## src/rtl/stream_mux_rr.sv

```systemverilog
// stream_mux_rr: N:1 valid/ready stream mux, manual select or round-robin arbitration,
// with a single registered output stage.
module stream_mux_rr #(
  parameter int NUM_CH = 4,
  parameter int DATA_W = 8,
  parameter int SEL_W  = 2
) (
  input  logic                     clk,
  input  logic                     rst,
  input  logic                     mode,
  input  logic [SEL_W-1:0]         sel,
  input  logic [NUM_CH-1:0]        in_valid,
  input  logic [NUM_CH*DATA_W-1:0] in_data,
  output logic [NUM_CH-1:0]        in_ready,
  output logic                     out_valid,
  output logic [DATA_W-1:0]        out_data,
  output logic [SEL_W-1:0]         out_ch,
  input  logic                     out_ready
);
  logic [SEL_W-1:0]  last_grant_q, last_grant_d;
  logic [SEL_W-1:0]  out_ch_q, out_ch_d;
  logic [DATA_W-1:0] out_data_q, out_data_d;
  logic              out_valid_q, out_valid_d;
  logic [SEL_W-1:0]  rr_ch, idx, chosen;
  logic              rr_found, found, load, xfer;
  logic [DATA_W-1:0] ch_data [NUM_CH];

  for (genvar i = 0; i < NUM_CH; i++) begin : g_ch
    assign ch_data[i]  = in_data[i*DATA_W +: DATA_W];
    assign in_ready[i] = !rst && load && found && (chosen == SEL_W'(i));
  end

  // Scan starts one past the last grant so every valid channel is served in turn.
  always_comb begin
    rr_found = 1'b0;
    rr_ch    = '0;
    idx      = '0;
    for (int k = 1; k <= NUM_CH; k++) begin
      idx = SEL_W'((32'(last_grant_q) + k) % NUM_CH);
      if (!rr_found && in_valid[idx]) begin
        rr_found = 1'b1;
        rr_ch    = idx;
      end
    end
  end

  always_comb begin
    chosen       = mode ? rr_ch : sel;
    found        = mode ? rr_found : (32'(sel) < NUM_CH);
    load         = !out_valid_q || out_ready;
    xfer         = |(in_ready & in_valid);
    out_valid_d  = load ? xfer : out_valid_q;
    out_data_d   = xfer ? ch_data[chosen] : out_data_q;
    out_ch_d     = xfer ? chosen : out_ch_q;
    last_grant_d = (xfer && mode) ? chosen : last_grant_q;
  end

  always_ff @(posedge clk or posedge rst) begin
    if (rst) begin
      out_valid_q  <= 1'b0;
      out_data_q   <= '0;
      out_ch_q     <= '0;
      last_grant_q <= SEL_W'(NUM_CH - 1);
    end else begin
      out_valid_q  <= out_valid_d;
      out_data_q   <= out_data_d;
      out_ch_q     <= out_ch_d;
      last_grant_q <= last_grant_d;
    end
  end

  assign out_valid = out_valid_q;
  assign out_data  = out_data_q;
  assign out_ch    = out_ch_q;
endmodule
```

## config.mk

```make
export PLATFORM = sky130hd
export DESIGN_NAME = stream_mux_rr
export DESIGN_NICKNAME = d
export VERILOG_FILES = /design/src/rtl/stream_mux_rr.sv
export SDC_FILE = /design/constraint.sdc
export NUM_CORES = 1
export LEC_CHECK = 0
export CAP_MARGIN = 30
export CORE_UTILIZATION = 36
export CTS_BUF_LIST = sky130_fd_sc_hd__clkbuf_4
export CTS_CLUSTER_SIZE = 16
export DETAILED_ROUTE_END_ITERATION = 8
export PLACE_DENSITY_LB_ADDON = 0.1
export SETUP_SLACK_MARGIN = 0.02
export SYNTH_ARGS = -nofsm -noshare
export SYNTH_HDL_FRONTEND = slang
export SYNTH_SLANG_ARGS = --single-unit
export TNS_END_PERCENT = 1
```

## constraint.sdc

```tcl
create_clock -name clk -period 2.35 [get_ports clk]
set_clock_uncertainty 0.15 [all_clocks]
set_input_delay 0.47 -clock clk [delete_from_list [all_inputs] [get_ports clk]]
set_output_delay 0.47 -clock clk [all_outputs]
set_load 0.03 [all_outputs]
```

* Yosys cells after proc, flatten, opt, wreduce, memory -nomap -nowiden
Index checks and enable logic that the tools add are counted.
** Word-level totals
- Word-level logic and storage cells :: 57
- Output and inout port bits :: 15
- Register bits after elaboration :: 13
** Cells by class
- Bitwise logic cells :: 2
- Multiplexer cells :: 21
- $add $sub $neg :: 4
- Reductions and logical operators :: 18
- Equal/unequal tests :: 3
- $lt $le $gt $ge :: 5
** Operator list (count)
- $bmux W8 S2 :: 1
- $mux W8 :: 2
- $lt A2 B3 Y1 const B :: 4
- $logic_and A1 B1 Y1 :: 10
- $mux W2 :: 5
- $mux W1 :: 9
- $bmux W1 S2 :: 4
- $logic_not A1 Y1 :: 5
- $add A2 B1 Y2 const B :: 2
- $add A2 B2 Y2 const B :: 2
- $and A4 B4 Y4 :: 1
- $eq A2 B2 Y1 const B :: 2
- $reduce_or A4 Y1 :: 1
- $ge A3 B3 Y1 const B :: 1
- $not A2 Y3 :: 1
- $eq A2 B1 Y1 const B :: 1
- $logic_not A2 Y1 :: 1
- $logic_or A1 B1 Y1 :: 1

* Logic depth before layout (Yosys ltp)
- Depth in word-level cells :: 19
- Mapped depth :: 6
- Depth with buffers taken out :: 6

* Worst setup path before layout
Ideal clock, no wire load.
- Path type :: input to output
- From :: in in_valid[3]
- To :: out in_ready[1]
- Data arrival time :: 1976 ps
- Required time :: 1730 ps
- Setup slack :: -246 ps
- Stages on the path :: 6
- Path through :: or2b_2 nand3_1 a221oi_2 nor2_1 nand2_1 nor2_1
** On the way
- Longest elaborated chain between the ends :: 15
** Ends and longest elaborated chain
- start: declaration :: line 12 : input logic [NUM_CH-1:0] in_valid,
- $bmux W1 S2 :: line 40 : if (!rr_found && in_valid[idx]) begin
- $mux W1 (implied by the code) :: line 40
- $mux W1 :: line 40
- $logic_not A1 Y1 :: line 40
- $logic_and A1 B1 Y1 :: line 40
- $mux W1 :: line 40
- $logic_not A1 Y1 :: line 40
- $logic_and A1 B1 Y1 :: line 40
- $mux W1 :: line 40
- $logic_not A1 Y1 :: line 40
- $logic_and A1 B1 Y1 :: line 40
- $mux W2 or $mux W1 (tied branches) :: line 40
- $mux W2 or $mux W1 (tied branches) :: line 48, 49
- $eq A2 B1 Y1 or $logic_and A1 B1 Y1 (tied branches) :: line 30 : assign in_ready[i] = !rst && load && found && (chosen == SEL_W'(i));
- $logic_and A1 B1 Y1 (*) :: line 30
- end: declaration :: line 14 : output logic [NUM_CH-1:0] in_ready,
Every way passes the cells marked *; elsewhere a longest branch is shown, timed or not. The select of a mux whose other input is x is not followed.

* Worst setup path in the final report
- From :: reg last_grant_q[0]
- To :: out in_ready[2]
** On the way
- Longest elaborated chain between the ends :: 16
** Ends and longest elaborated chain
- start: declaration :: line 20 : logic [SEL_W-1:0] last_grant_q, last_grant_d;
- start signal: assignment :: line 63 : last_grant_q <= SEL_W'(NUM_CH - 1);
- start signal: assignment :: line 68 : last_grant_q <= last_grant_d;
- $add A2 B1 Y2 :: line 39 : idx = SEL_W'((32'(last_grant_q) + k) % NUM_CH);
- $bmux W1 S2 :: line 40
- $mux W1 (implied by the code) :: line 40
- $mux W1 :: line 40
- $logic_not A1 Y1 :: line 40
- $logic_and A1 B1 Y1 :: line 40
- $mux W1 :: line 40
- $logic_not A1 Y1 :: line 40
- $logic_and A1 B1 Y1 :: line 40
- $mux W1 :: line 40
- $logic_not A1 Y1 :: line 40
- $logic_and A1 B1 Y1 :: line 40
- $mux W2 or $mux W1 (tied branches) :: line 40
- $mux W2 or $mux W1 (tied branches) :: line 48, 49
- $eq A2 B2 Y1 or $logic_and A1 B1 Y1 (tied branches) :: line 30
- $logic_and A1 B1 Y1 (*) :: line 30
Marked as above.

==> impl_metrics.json <==
{
  "timing.slew.headroom_pct": 65.0,
  "holdPathEnd": "out_data[5]",
  "drc": 0,
  "synth_area_leader_cell": "dfrtp_1",
  "synth_nets": 125,
  "yosysUniqueCellTypes": 35,
  "dr.pass1.iters": 4,
  "hold_violations": 0,
  "antenna_found_initial": 0,
  "drive_above_1_share_pct": 43.9,
  "start_util_pct": 39.6,
  "clock_path_buffers": 2,
  "worstReg2RegStart": "last_grant_q[0]",
  "r2r_end": "out_data[0]",
  "grt.overflow.total": 0,
  "synth_area_mm2": 0.00102,
  "clkTransAtPathRegs_ns": 0.08,
  "r2r_slack_ns": -0.18,
  "die_area_mm2": 0.00304,
  "dpl_cell_area_mm2": 0.00182,
  "fin_hold_ws_ns": 0.357,
  "path_class": "reg -> out",
  "wl_um": 3340,
  "synth_seq_cells": 13,
  "violations": "negative setup slack",
  "multi_input_area_um2": 790,
  "gp_congestion": 0.845,
  "design_area_mm2": 0.00202,
  "slew_violations": 0,
  "setup_viol": 13,
  "track_usage_pct": 22.6,
  "hpwl_um": 2470,
  "grt_pass1_vias": 1052,
  "cp_max_fo": 2,
  "rows": 18,
  "worstSetupEndpointType": "output port",
  "area_growth_pct": 99.0,
  "p_leak_nw": 0.862,
  "fp.dieH_um": 55.1,
  "power_per_cell_area_mw_per_mm2": 848,
  "numPlacedInstances": 190,
  "cts_made_buffers": 3,
  "outcome": "finished, violations left",
  "worstPathArrival_ns": 1.95,
  "fin_ws_ns": -0.217,
  "worstHoldStart": "out_data[5]",
  "grt_pass1_wl_um": 4780,
  "clock_latency_ns": 0.28,
  "vias": 1095,
  "ctsHoldBuffers": 0,
  "cp.required_ns": 1.73,
  "finalNetCount": 214,
  "start_kind": "flop",
  "final_util_pct": 78.8,
  "yosys-top-cells-area": "dfrtp_1, mux4_1, mux2_2",
  "hold_depth": 1,
  "grt_max_degree": 14,
  "synth_top_area_share_pct": 27.1,
  "wire_per_inst_um": 16.6,
  "cts_sinks": 13,
  "drt-initial-drc-count": 27,
  "fin_crit_sh_pct": 109,
  "hold_class": "reg -> reg",
  "die_w_um": 55.1,
  "cts_tree": "yes",
  "h-tree-depth": 1,
  "critPathSlowestCell": "dfstp_2",
  "synth_cells": 83,
  "regArea_um2": 328,
  "ys_seq_area_share_pct": 32.3,
  "io_pins": 57,
  "syn_area_per_cell_um2": 12.2,
  "ant_nets": 0,
  "yosys_warnings": 0,
  "vdd_ir_drop_max_v": 0.000756,
  "cp_cell_sequence": "inv_2 > a221o_1 > a221oi_4 > o21ai_2 > nor2_1 > buf_4",
  "layout_commonest_cell": "clkdlybuf4s50_1",
  "port_buffers": 56,
  "final_cell_mix": "clkdlybuf4s50_1, buf_4, dfrtp_1",
  "avgViaCountPerCell": 5.45,
  "fin_crit_ns": 2.57,
  "rsz0062_at_grt": "true",
  "worst_slew_pin_slew_ns": 0.524,
  "r2r_cells": 8,
  "core_area_mm2": 0.00257,
  "clock-root-buffer": "clkbuf_4",
  "diodes": 0,
  "final_cell_count_no_fill": 201,
  "cpPeakStageDelay_ns": 0.55,
  "n_fill_cell": 171,
  "cap_violations": 0,
  "max_freq_ghz": 0.390
}
==> layout make-up <==
cell class / count / area share [%]
Timing Repair Buffer: 85 / 40.5
Multi-Input combinational cell: 65 / 39.0
Sequential cell: 13 / 16.2
Tap cell: 30 / 1.86
Clock buffer: 4 / 1.49
Inverter: 4 / 0.928
==> report_power, final <==
| group | leakage (nW) | switching (mW) | internal, mW | total (mW) |
|---|---|---|---|---|
| sequential | 0.152 | 0.0683 | 0.339 | 0.407 |
| combinational | 0.692 | 0.540 | 0.612 | 1.15 |
| clock | 0.0184 | 0.0773 | 0.0774 | 0.155 |
| total | 0.862 | 0.686 | 1.03 | 1.71 |
==> worst max path at each step <==
stage / startpoint / end / cells past startpoint
final: last_grant_q[0] / in_ready[2] / 6
after detailed placement: in_valid[3] / out_ch[0] / 8
after CTS: last_grant_q[0] / in_ready[2] / 6
after global routing: in_valid[1] / in_ready[2] / 6
after floorplan: last_grant_q[0] / in_ready[0] / 5
after global placement: in_valid[3] / out_data[7] / 7
==> synth_stat cells (all sizes together) <==
| cell type | count |
|---|---|
| dfrtp | 11 |
| mux2 | 9 |
| mux4 | 8 |
| nor2 | 7 |
| o21ai | 6 |
| inv | 4 |
| nand2 | 4 |
| a21oi | 3 |
| nand2b | 3 |
| a221oi | 2 |
| a31oi | 2 |
| dfstp | 2 |
| o211ai | 2 |
| or2 | 2 |
| or2b | 2 |
| a21boi | 1 |
| a221o | 1 |
| a22oi | 1 |
| a2bb2oi | 1 |
| a41oi | 1 |
| and2b | 1 |
| and3 | 1 |
| buf | 1 |
| mux2i | 1 |
| nand3 | 1 |
| nor2b | 1 |
| nor3 | 1 |
| nor4 | 1 |
| o21a | 1 |
| o2bb2ai | 1 |
| o32ai | 1 |
==> worst max-delay path: cells and delay by family (launching register included) <==
kind / cells / cell delay, ns
and+or+nand+nor: 1 / 0.11
buffers and inverters: 2 / 0.21
AOI/OAI and AO/OA: 3 / 0.79
DFF: 1 / 0.55
==> repair_timing <==
| item | in CTS | in global routing |
|---|---|---|
| gates cloned | 0 | 0 |
| gates resized for setup | 17 | 15 |
| setup buffers | 7 | 1 |
| setup endpoints to repair | 15 | 13 |
| pin swaps | 10 | 7 |
==> sequential cells by signal, summed over array words and instances, names as in the netlist <==
signal	flops
out_ch	2
out_valid	1
last_grant_q	2
out_data	8
==> cell families (layout without fill, tap and decap cells) <==
| kind of cell | after synthesis | after routing | synth area share, % |
|---|---|---|---|
| compound gates | 23 | 23 | 21.2 |
| simple gates | 24 | 24 | 12.9 |
| buf+inv | 5 | 93 | 1.97 |
| flops | 13 | 13 | 32.3 |
| mux | 18 | 18 | 31.7 |
==> metrics by stage <==
stage | total power, mW | setup WS [ns] | TNS, ns
after floorplan | 0.963 | -0.104 | -0.239
after global placement | 1.38 | -0.514 | -7.11
after detailed placement | 1.41 | -0.583 | -8.13
after CTS | 1.65 | -0.258 | -2.07
after global routing | 1.80 | -0.304 | -2.83
final | 1.71 | -0.217 | -2.27
==> per-layer routing <==
metal / global-route usage, % / routed length [um] / part of all wire, %
met1: 27.8 / 1350 / 40
met5: 0 / 0 / 0
met2: 40.4 / 1790 / 53
met3: 6.01 / 178 / 5.3
met4: 2.50 / 25 / 0.75
Power figures use the tool's default switching activity.
